<file path="config.mk">
export PLATFORM = sky130hd
export DESIGN_NAME = iq_sweep_ctrl_flat
export DESIGN_NICKNAME = d
export VERILOG_FILES = /design/src/rtl/iq_sweep_ctrl_pkg.sv /design/src/rtl/iq_sweep_ctrl_if.sv /design/src/rtl/iq_sweep_ctrl_acc.sv /design/src/rtl/iq_sweep_ctrl.sv /design/src/flat_wrapper.sv
export SDC_FILE = /design/constraint.sdc
export NUM_CORES = 1
export LEC_CHECK = 0
export CAP_MARGIN = 20
export CORE_ASPECT_RATIO = 2
export CORE_MARGIN = 3
export CORE_UTILIZATION = 50
export DETAILED_ROUTE_END_ITERATION = 7
export PLACE_DENSITY = 0.75
export SLEW_MARGIN = 10
export SYNTH_ARGS = -nofsm -noshare
export SYNTH_HDL_FRONTEND = slang
export SYNTH_SLANG_ARGS = --single-unit
</file>
<file path="constraint.sdc">
create_clock -name clk_in -period 3.8 [get_ports clk_in]
set_input_delay 0.57 -clock clk_in [delete_from_list [all_inputs] [get_ports clk_in]]
set_output_delay 0.57 -clock clk_in [all_outputs]
set_load 0.03 [all_outputs]
</file>
<file path="src/rtl/iq_sweep_ctrl_pkg.sv">
// Shared types for the IQ sweep controller and its I/Q accumulator.
package iq_ctrl_pkg;

   typedef enum logic [1:0] {
      IDLE,
      SETTLE,
      ACQ,
      OUT
   } sweep_state_t;

   // Exact width needed to sum 2^acc_log2 signed samples without overflow.
   function automatic int unsigned acc_width(input int unsigned data_width,
                                             input int unsigned acc_log2);
      return data_width + acc_log2;
   endfunction

endpackage

</file>
<file path="src/rtl/iq_sweep_ctrl_if.sv">
// Control, demodulator and result signals of the IQ sweep controller.
interface iq_sweep_ctrl_if #(
   parameter int unsigned PHASE_WIDTH = 32,
   parameter int unsigned DATA_WIDTH  = 12,
   parameter int unsigned CH_WIDTH    = 8,
   parameter int unsigned ACC_LOG2    = 4
);
   import iq_ctrl_pkg::*;

   localparam int unsigned AW = acc_width(DATA_WIDTH, ACC_LOG2);

   logic                          start;
   logic                          abort;
   logic                          continuous;
   logic        [PHASE_WIDTH-1:0] start_word;
   logic        [PHASE_WIDTH-1:0] step_word;
   logic        [CH_WIDTH-1:0]    num_ch;
   logic        [PHASE_WIDTH-1:0] fre_word;
   logic                          dec_ce;
   logic signed [DATA_WIDTH-1:0]  i_in;
   logic signed [DATA_WIDTH-1:0]  q_in;
   logic                          out_valid;
   logic                          out_ready;
   logic        [CH_WIDTH-1:0]    out_ch;
   logic signed [AW-1:0]          out_i_sum;
   logic signed [AW-1:0]          out_q_sum;
   logic                          busy;
   logic                          sweep_done;

   modport master (
      output start, abort, continuous, start_word, step_word, num_ch,
             dec_ce, i_in, q_in, out_ready,
      input  fre_word, out_valid, out_ch, out_i_sum, out_q_sum, busy, sweep_done
   );

   modport slave (
      input  start, abort, continuous, start_word, step_word, num_ch,
             dec_ce, i_in, q_in, out_ready,
      output fre_word, out_valid, out_ch, out_i_sum, out_q_sum, busy, sweep_done
   );

endinterface

</file>
<file path="src/rtl/iq_sweep_ctrl_acc.sv">
// Dual signed I/Q accumulator over 2^ACC_LOG2 samples; o_*_next is the sum
// including the sample currently presented, o_term flags the final sample.
module iq_pair_acc
   import iq_ctrl_pkg::*;
#(
   parameter int unsigned DATA_WIDTH = 12,
   parameter int unsigned ACC_LOG2   = 4,
   localparam int unsigned AW        = acc_width(DATA_WIDTH, ACC_LOG2)
) (
   input  logic                         i_clk,
   input  logic                         i_clr,
   input  logic                         i_en,
   input  logic signed [DATA_WIDTH-1:0] i_i,
   input  logic signed [DATA_WIDTH-1:0] i_q,
   output logic signed [AW-1:0]         o_i_next,
   output logic signed [AW-1:0]         o_q_next,
   output logic                         o_term
);

   logic signed [AW-1:0]       r_i_acc;
   logic signed [AW-1:0]       r_q_acc;
   logic        [ACC_LOG2-1:0] r_cnt;
   logic signed [AW-1:0]       w_i_ext;
   logic signed [AW-1:0]       w_q_ext;

   assign w_i_ext  = {{ACC_LOG2{i_i[DATA_WIDTH-1]}}, i_i};
   assign w_q_ext  = {{ACC_LOG2{i_q[DATA_WIDTH-1]}}, i_q};
   assign o_i_next = r_i_acc + w_i_ext;
   assign o_q_next = r_q_acc + w_q_ext;
   assign o_term   = i_en && (&r_cnt);

   always_ff @(posedge i_clk) begin
      if (i_clr) begin
         r_i_acc <= '0;
         r_q_acc <= '0;
         r_cnt   <= '0;
      end else if (i_en) begin
         r_i_acc <= o_i_next;
         r_q_acc <= o_q_next;
         r_cnt   <= r_cnt + ACC_LOG2'(1);
      end
   end

endmodule

</file>
<file path="src/rtl/iq_sweep_ctrl.sv">
// Steps the demodulator LO word across equally spaced channels, discarding
// settling samples after each retune and reporting one I/Q sum per channel.
module iq_sweep_ctrl
   import iq_ctrl_pkg::*;
#(
   parameter int unsigned PHASE_WIDTH = 32,
   parameter int unsigned DATA_WIDTH  = 12,
   parameter int unsigned CH_WIDTH    = 8,
   parameter int unsigned SETTLE_LEN  = 4,
   parameter int unsigned ACC_LOG2    = 4
) (
   input  logic           clk_in,
   input  logic           RST,
   iq_sweep_ctrl_if.slave bus
);

   localparam int unsigned   AW          = acc_width(DATA_WIDTH, ACC_LOG2);
   localparam int unsigned   SW          = (SETTLE_LEN > 1) ? $clog2(SETTLE_LEN) : 1;
   localparam logic [SW-1:0] SETTLE_LAST = SW'(SETTLE_LEN - 1);

   sweep_state_t            r_state;
   logic [PHASE_WIDTH-1:0]  r_fre_word;
   logic [PHASE_WIDTH-1:0]  r_start_word;
   logic [PHASE_WIDTH-1:0]  r_step_word;
   logic [CH_WIDTH-1:0]     r_num_ch;
   logic [CH_WIDTH-1:0]     r_ch_idx;
   logic [CH_WIDTH-1:0]     r_out_ch;
   logic                    r_cont;
   logic                    r_out_valid;
   logic                    r_sweep_done;
   logic [SW-1:0]           r_settle_cnt;
   logic signed [AW-1:0]    r_out_i;
   logic signed [AW-1:0]    r_out_q;

   logic                    w_settle_done;
   logic                    w_acc_clr;
   logic                    w_acc_en;
   logic                    w_acc_term;
   logic                    w_handshake;
   logic                    w_last_ch;
   logic signed [AW-1:0]    w_i_next;
   logic signed [AW-1:0]    w_q_next;

   assign w_settle_done = (r_state == SETTLE) && bus.dec_ce && (r_settle_cnt == SETTLE_LAST);
   assign w_acc_clr     = RST || bus.abort || w_settle_done;
   assign w_acc_en      = (r_state == ACQ) && bus.dec_ce;
   assign w_handshake   = (r_state == OUT) && r_out_valid && bus.out_ready;
   assign w_last_ch     = (r_ch_idx == (r_num_ch - CH_WIDTH'(1)));

   iq_pair_acc #(
      .DATA_WIDTH (DATA_WIDTH),
      .ACC_LOG2   (ACC_LOG2)
   ) u_acc (
      .i_clk    (clk_in),
      .i_clr    (w_acc_clr),
      .i_en     (w_acc_en),
      .i_i      (bus.i_in),
      .i_q      (bus.q_in),
      .o_i_next (w_i_next),
      .o_q_next (w_q_next),
      .o_term   (w_acc_term)
   );

   always_ff @(posedge clk_in) begin
      r_sweep_done <= 1'b0;
      if (RST) begin
         r_state      <= IDLE;
         r_fre_word   <= '0;
         r_start_word <= '0;
         r_step_word  <= '0;
         r_num_ch     <= '0;
         r_ch_idx     <= '0;
         r_out_ch     <= '0;
         r_cont       <= 1'b0;
         r_out_valid  <= 1'b0;
         r_settle_cnt <= '0;
         r_out_i      <= '0;
         r_out_q      <= '0;
      end else if (bus.abort) begin
         // Abort keeps the last LO word so the mixer is not retuned behind our back.
         r_state      <= IDLE;
         r_out_valid  <= 1'b0;
         r_ch_idx     <= '0;
         r_settle_cnt <= '0;
      end else begin
         case (r_state)
            IDLE: begin
               if (bus.start && (bus.num_ch != '0)) begin
                  r_num_ch     <= bus.num_ch;
                  r_start_word <= bus.start_word;
                  r_step_word  <= bus.step_word;
                  r_cont       <= bus.continuous;
                  r_fre_word   <= bus.start_word;
                  r_ch_idx     <= '0;
                  r_settle_cnt <= '0;
                  r_state      <= SETTLE;
               end
            end
            SETTLE: begin
               if (bus.dec_ce) begin
                  r_settle_cnt <= r_settle_cnt + SW'(1);
                  if (w_settle_done) r_state <= ACQ;
               end
            end
            ACQ: begin
               if (w_acc_term) begin
                  r_out_i     <= w_i_next;
                  r_out_q     <= w_q_next;
                  r_out_ch    <= r_ch_idx;
                  r_out_valid <= 1'b1;
                  r_state     <= OUT;
               end
            end
            OUT: begin
               if (w_handshake) begin
                  r_out_valid  <= 1'b0;
                  r_settle_cnt <= '0;
                  if (w_last_ch) begin
                     r_sweep_done <= 1'b1;
                     if (r_cont) begin
                        r_fre_word <= r_start_word;
                        r_ch_idx   <= '0;
                        r_state    <= SETTLE;
                     end else begin
                        r_state <= IDLE;
                     end
                  end else begin
                     r_ch_idx   <= r_ch_idx + CH_WIDTH'(1);
                     r_fre_word <= r_fre_word + r_step_word;
                     r_state    <= SETTLE;
                  end
               end
            end
            default: r_state <= IDLE;
         endcase
      end
   end

   assign bus.fre_word   = r_fre_word;
   assign bus.out_valid  = r_out_valid;
   assign bus.out_ch     = r_out_ch;
   assign bus.out_i_sum  = r_out_i;
   assign bus.out_q_sum  = r_out_q;
   assign bus.busy       = (r_state != IDLE);
   assign bus.sweep_done = r_sweep_done;

endmodule

</file>
<file path="src/flat_wrapper.sv">
// flat-port wrapper written by rule: the top's interface ports become plain ports
module iq_sweep_ctrl_flat import iq_ctrl_pkg::*;
#(
   parameter int unsigned PHASE_WIDTH = 32,
   parameter int unsigned DATA_WIDTH  = 12,
   parameter int unsigned CH_WIDTH    = 8,
   parameter int unsigned SETTLE_LEN  = 4,
   parameter int unsigned ACC_LOG2    = 4
)
  (clk_in, RST, bus_start, bus_abort, bus_continuous, bus_start_word, bus_step_word, bus_num_ch, bus_dec_ce, bus_i_in, bus_q_in, bus_out_ready, bus_fre_word, bus_out_valid, bus_out_ch, bus_out_i_sum, bus_out_q_sum, bus_busy, bus_sweep_done);
  iq_sweep_ctrl_if #(.PHASE_WIDTH(PHASE_WIDTH), .DATA_WIDTH(DATA_WIDTH), .CH_WIDTH(CH_WIDTH), .ACC_LOG2(ACC_LOG2)) bus_i ();
  input  logic clk_in;
  input  logic RST;
  input wire logic [$bits(bus_i.start)-1:0] bus_start;
  input wire logic [$bits(bus_i.abort)-1:0] bus_abort;
  input wire logic [$bits(bus_i.continuous)-1:0] bus_continuous;
  input wire logic [$bits(bus_i.start_word)-1:0] bus_start_word;
  input wire logic [$bits(bus_i.step_word)-1:0] bus_step_word;
  input wire logic [$bits(bus_i.num_ch)-1:0] bus_num_ch;
  input wire logic [$bits(bus_i.dec_ce)-1:0] bus_dec_ce;
  input wire logic [$bits(bus_i.i_in)-1:0] bus_i_in;
  input wire logic [$bits(bus_i.q_in)-1:0] bus_q_in;
  input wire logic [$bits(bus_i.out_ready)-1:0] bus_out_ready;
  output wire logic [$bits(bus_i.fre_word)-1:0] bus_fre_word;
  output wire logic [$bits(bus_i.out_valid)-1:0] bus_out_valid;
  output wire logic [$bits(bus_i.out_ch)-1:0] bus_out_ch;
  output wire logic [$bits(bus_i.out_i_sum)-1:0] bus_out_i_sum;
  output wire logic [$bits(bus_i.out_q_sum)-1:0] bus_out_q_sum;
  output wire logic [$bits(bus_i.busy)-1:0] bus_busy;
  output wire logic [$bits(bus_i.sweep_done)-1:0] bus_sweep_done;
  assign bus_i.start = bus_start;
  assign bus_i.abort = bus_abort;
  assign bus_i.continuous = bus_continuous;
  assign bus_i.start_word = bus_start_word;
  assign bus_i.step_word = bus_step_word;
  assign bus_i.num_ch = bus_num_ch;
  assign bus_i.dec_ce = bus_dec_ce;
  assign bus_i.i_in = bus_i_in;
  assign bus_i.q_in = bus_q_in;
  assign bus_i.out_ready = bus_out_ready;
  assign bus_fre_word = bus_i.fre_word;
  assign bus_out_valid = bus_i.out_valid;
  assign bus_out_ch = bus_i.out_ch;
  assign bus_out_i_sum = bus_i.out_i_sum;
  assign bus_out_q_sum = bus_i.out_q_sum;
  assign bus_busy = bus_i.busy;
  assign bus_sweep_done = bus_i.sweep_done;
  iq_sweep_ctrl #(.PHASE_WIDTH(PHASE_WIDTH), .DATA_WIDTH(DATA_WIDTH), .CH_WIDTH(CH_WIDTH), .SETTLE_LEN(SETTLE_LEN), .ACC_LOG2(ACC_LOG2)) u_core (.clk_in(clk_in), .RST(RST), .bus(bus_i));
endmodule
</file>
==> impl_metrics.ini, run 1 <==
[setup_path]
r2r-start = u_core.r_num_ch[0]
cp.arrival_ns = 3.53
required_ns = 4.12
critical_path_class = reg2reg
end_kind = register
crit_path_start = u_core.r_num_ch[0]
crit_fanout = 24
cp-endpoint = u_core.bus.fre_word[12]
r2r-end = u_core.bus.fre_word[12]
critPathLaunchType = register
ff2ff_setup_slack_ns = 0.59
worstRegToRegCells = 9

[clock_tree]
cts_tree = built
clk_latency_ns = 0.46
path_clk_slew_ns = 0.08
h-tree-depth = 4
cts_hold_buf = 0
cts.sinks = 195
cts_buffer_depth = 2
numCtsBuffers = 17
cts_root_buffer = clkbuf_16
cts_resized = 0
postCtsSetupRepairBufs = 0

[timing]
tightest_slew_ns = 1.01
fmax_mhz = 311
relSlewSlack = 0.325
fin_crit_sh = 0.845
finalMaxSlewViolations = 0
finalSetupViolCount = 0
tns_ns = 0
hold_viol = 0
period_minus_slack_ns = 3.21
skew_ns = 0.0127
rsz0062_at_grt = false

[die]
core-area_mm2 = 0.0222
fp.dieW_um = 112
rows = 77
fp.dieArea_mm2 = 0.0245
fp.dieH_um = 218
initial_core_util = 0.508
io_pins = 178

[synthesis]
synth_flop_cell = dfxtp_1
synth_area_leaders = dfxtp_1, nand2_1, a21oi_1
synth_area_mm2 = 0.0113
yosys_warnings = 0
syn-num-nets = 1624
synthArstFlopShare = 0
synth_top_area_frac = 0.347
postSynthAreaPerCell_um2 = 7.78
yosysMostFrequentCell = nand2_1
synth_seq_cells = 195
synth_edf_count = 0
synth_cell_types = 80
ys_top_cells_by_count = nand2_1, dfxtp_1, a21oi_1
yosysTopAreaCell = dfxtp_1
synth-seq-area-share = 0.347
synthCells = 1448

[layout]
layout.nets = 1760
diodes = 0
fillers = 2018
drive_gt1_frac = 0.0551
area_growth_pct = 22.5
postLayoutCoreUtil = 0.623

[global_routing]
overflow = 0
grt_usage = 0.273
met3_usage = 0.0424
use_met1 = 0.267
grt_pass1_vias = 11181
antenna_found_initial = 0
grt_max_degree = 89
gr-usage-met2 = 0.531
grt_pass1_wl_um = 54100
top_usage_layer = met2

[drt]
route.vias.total = 10955
vias_per_cell = 5.85
dr.first_iter.drc_count = 669
drtAntennaViolNets = 0
drc = 0
wl_per_cell_um = 17.8
routed_wl_um = 33300
dr.pass1.iters = 6

[pwr]
power_density_mw_per_mm2 = 344
total_power_mw = 4.75
p_leak_nw = 5.34
vdd_ir_drop_max_uv = 334

[place]
dp_hpwl_um = 24200
gp_congestion = 0.926
port_buffers = 177

[min_path]
hold_path_class = reg2reg

[status]
status = finished, final reports clean

[flow_run]
cap_violations = 0
-- through the flow --
step | area (um2) | worst slack (ns) | hold slack (ns) | std cells
final | 13800 | 0.589 | 0.454 | 1873
after global routing | 13800 | 0.387 | 0.471 | 1873
after CTS | 13800 | 0.567 | 0.457 | 1872
after detailed placement | 13200 | 0.326 | 0.446 | 1840
after global placement | 13200 | 0.356 | 0.438 | 1840
after floorplan | 11300 | 0.852 | 0.431 | 1448
-- flip-flops by register name, indices dropped and copies added (netlist names) --
| register | count |
|---|---|
| u_core.r_num_ch | 8 |
| u_core.bus.fre_word | 32 |
| u_core.bus.out_i_sum | 16 |
| u_core.r_state | 2 |
| u_core.r_step_word | 32 |
| u_core.u_acc.r_i_acc | 16 |
| u_core.u_acc.r_q_acc | 16 |
| u_core.bus.out_ch | 8 |
| u_core.bus.out_q_sum | 16 |
| u_core.r_ch_idx | 8 |
| u_core.bus.out_valid | 1 |
| u_core.bus.sweep_done | 1 |
| u_core.u_acc.r_cnt | 4 |
| u_core.r_cont | 1 |
| u_core.r_start_word | 32 |
| u_core.r_settle_cnt | 2 |
-- cells in the final DEF, fill, tap and decap left out, types with 8 or more instances in the layout --
| cell | netlist | layout |
|---|---|---|
| clkbuf_16 | 0 | 17 |
| o21bai_1 | 9 | 9 |
| xnor2_1 | 39 | 39 |
| o21a_1 | 17 | 17 |
| nand2_1 | 315 | 315 |
| clkdlybuf4s50_1 | 0 | 176 |
| buf_4 | 1 | 22 |
| inv_1 | 31 | 31 |
| o21ai_0 | 40 | 40 |
| a21o_1 | 27 | 27 |
| nand3_1 | 53 | 53 |
| nand2b_1 | 18 | 18 |
| ha_1 | 70 | 69 |
| a211oi_1 | 18 | 18 |
| a211o_1 | 11 | 11 |
| o211ai_1 | 9 | 9 |
| nand4_1 | 8 | 8 |
| mux2i_1 | 14 | 14 |
| and3_1 | 9 | 9 |
| o22ai_1 | 9 | 9 |
| or3_1 | 12 | 11 |
| xor2_1 | 22 | 22 |
| dfxtp_1 | 195 | 195 |
| nor2_1 | 92 | 92 |
| nor3_1 | 24 | 22 |
| a21oi_1 | 186 | 186 |
-- cell type report --
cell class	count	area, um2	area share
sequential	195	3900	0.283
timing repair buffer	200	1970	0.143
clock buffer	17	425	0.0308
tap	276	345	0.0250
clock inverter	15	150	0.0109
inverter	31	116	0.00843
multi-input combinational	1139	6890	0.499
-- how the worst min path moves through the flow --
stage / start / end / slack [ns] / depth (start not counted)
2_1_floorplan: u_core.r_start_word[30] / u_core.r_start_word[30] / 0.43 / 2
3_3_place_gp: u_core.r_start_word[26] / u_core.r_start_word[26] / 0.44 / 2
3_5_place_dp: u_core.bus.out_q_sum[13] / u_core.bus.out_q_sum[13] / 0.45 / 2
4_1_cts: u_core.bus.out_q_sum[13] / u_core.bus.out_q_sum[13] / 0.46 / 2
5_1_grt: u_core.bus.out_q_sum[8] / u_core.bus.out_q_sum[8] / 0.47 / 2
6_report: u_core.bus.out_q_sum[13] / u_core.bus.out_q_sum[13] / 0.45 / 2
-- kinds of logic after synthesis --
family          count (synthesis)  synth area share
fa+ha+maj                      73            0.0831
xor+xnor                       62            0.0494
simple gates                  575             0.225
compound gates                413             0.238
mux                            16            0.0144
buf+inv                       114            0.0433
flops                         195             0.347
-- critical path, cell delays in order, from the launching register on --
cell and delay, ns:
dfxtp_1 0.37, or4_1 0.55, or3_1 0.34, a2111oi_2 0.43, o21a_2 0.25, nand2_2 0.20
buf_4 0.33, mux2_2 0.31, mux2i_1 0.19, a211oi_2 0.09
-- per-layer routing --
layer	vias up	part of all wire
met1	5176	0.35
li1	5370	-
met5	-	0
met2	311	0.55
met4	0	0.051
met3	98	0.044
-- report_power, final --
group	switching, mW	internal (mW)	total (mW)	leakage, nW
Sequential	0.0569	2.11	2.17	1.58
Combinational	0.442	0.344	0.786	3.50
Clock	0.881	0.919	1.80	0.263
Total	1.38	3.37	4.75	5.34
No activity file was read; power rests on OpenSTA's default activity.
==> run 2, diff against run 1 <==
==> constraint.sdc (replaced) <==
create_clock -name clk_in -period 3.2 [get_ports clk_in]
set_input_delay 0.48 -clock clk_in [delete_from_list [all_inputs] [get_ports clk_in]]
set_output_delay 0.48 -clock clk_in [all_outputs]
set_load 0.03 [all_outputs]
==> impl_metrics.ini, run 2 (same netlist as run 1, synthesis figures left out) <==
[status]
status = finished, final reports clean

[place]
port_buffers = 177
dp.cells = 1875
dp_slack_ns = -0.0939
dp_hpwl_um = 25000
gp_congestion = 0.934
place_area_mm2 = 0.0135

[clock_tree]
postCtsSetupRepairBufs = 0
numCtsBuffers = 17
clk_latency_ns = 0.46
cts_resized = 0
h-tree-depth = 4
cts_tree = built
cts_root_buffer = clkbuf_16
cts.sinks = 195
cts_buffer_depth = 2
cts_hold_buf = 0
path_clk_slew_ns = 0.08

[pwr]
vdd_ir_drop_max_uv = 407
power_density_mw_per_mm2 = 408
p_leak_nw = 5.55
total_power_mw = 5.77

[global_routing]
grt_max_degree = 77
grt_pass1_vias = 11103
grt_pass1_wl_um = 54400
grt_usage = 0.274
antenna_found_initial = 0
overflow = 0

[timing]
fin_crit_sh = 0.931
tns_ns = 0
period_minus_slack_ns = 2.98
skew_ns = 0.00675
hold_viol = 0
finalSetupViolCount = 0
fmax_mhz = 336
fin_ws_ns = 0.221
relSlewSlack = 0.428
whs_ns = 0.417
rsz0062_at_grt = false
finalMaxSlewViolations = 0
tightest_slew_ns = 0.854

[setup_path]
ff2ff_setup_slack_ns = 0.22
required_ns = 3.58
end_kind = register
critical_path_class = reg2reg
cp_cell_sequence = ha_1 > inv_1 > fa_1 > nor2b_1 > o31ai_2 > a21oi_1 > buf_4 > o21ai_0 > a21boi_0 > nor3_1 > o311a_1 > o32ai_2
critPathLaunchType = register
crit_path_start = u_core.bus.fre_word[0]
cp-endpoint = u_core.bus.fre_word[18]
max_stage_delay_ns = 0.41
r2r-start = u_core.bus.fre_word[0]
slowest_stage = fa_1
cp.arrival_ns = 3.36
r2r-end = u_core.bus.fre_word[18]
crit_fanout = 5
worstRegToRegCells = 12

[flow_run]
cap_violations = 0

[die]
rows = 77
core-area_mm2 = 0.0222
initial_core_util = 0.508
fp.dieH_um = 218
fp.dieW_um = 112
fp.dieArea_mm2 = 0.0245
io_pins = 178

[drt]
route.vias.total = 11070
wl_per_cell_um = 17.7
vias_per_cell = 5.80
dr.first_iter.drc_count = 528
drc = 0
dr.pass1.iters = 5
routed_wl_um = 33800
drtAntennaViolNets = 0

[layout]
final_cell_area_mm2 = 0.0141
layout.nets = 1794
diodes = 0
drive_gt1_frac = 0.0760
layout_commonest_cell = nand2_1
final_cells = 1907
area_growth_pct = 25.6
postLayoutCoreUtil = 0.638
most-common-layout-cells = nand2_1, dfxtp_1, a21oi_1

[min_path]
min-delay-start = RST
hold_path_class = in2reg
-- run 2: routing by layer --
layer	track usage	wire [um]	vias to the layer above
met5	0	0	-
met4	0.152	1750	0
met3	0.0510	1470	111
met2	0.530	18600	305
met1	0.267	12000	5230
li1	-	-	5424
-- run 2: worst min-delay path by stage --
stage / to / slack [ns] / cells past startpoint
3_3_place_gp: u_core.r_start_word[26] / 0.44 / 2
5_1_grt: u_core.r_step_word[8] / 0.42 / 2
2_1_floorplan: u_core.r_start_word[30] / 0.43 / 2
6_report: u_core.r_step_word[1] / 0.42 / 2
4_1_cts: u_core.r_step_word[4] / 0.40 / 2
3_5_place_dp: u_core.r_start_word[30] / 0.44 / 2
-- run 2: layout make-up --
| type | count | area [um2] |
|---|---|---|
| Timing Repair Buffer | 234 | 2280 |
| Inverter | 31 | 116 |
| Sequential cell | 195 | 3900 |
| Tap cell | 276 | 345 |
| Clock inverter | 15 | 175 |
| Clock buffer | 17 | 425 |
| Fill cell | 2010 | 8020 |
| Multi-Input combinational cell | 1139 | 6890 |
-- run 2: worst max-delay path, delay by kind of cell (launching register included) --
family,cells,cell delay (ns)
AO/OA/AOI/OAI,6,1.32
adder cells (fa/ha/maj),2,0.66
flip-flops,1,0.36
buffers and inverters,2,0.26
AND/OR/NAND/NOR,2,0.30
-- run 2: power breakdown --
part	internal [mW]	leakage [nW]	switching (mW)
logic	0.437	3.68	0.539
registers	2.51	1.58	0.0649
clock network	1.17	0.284	1.05
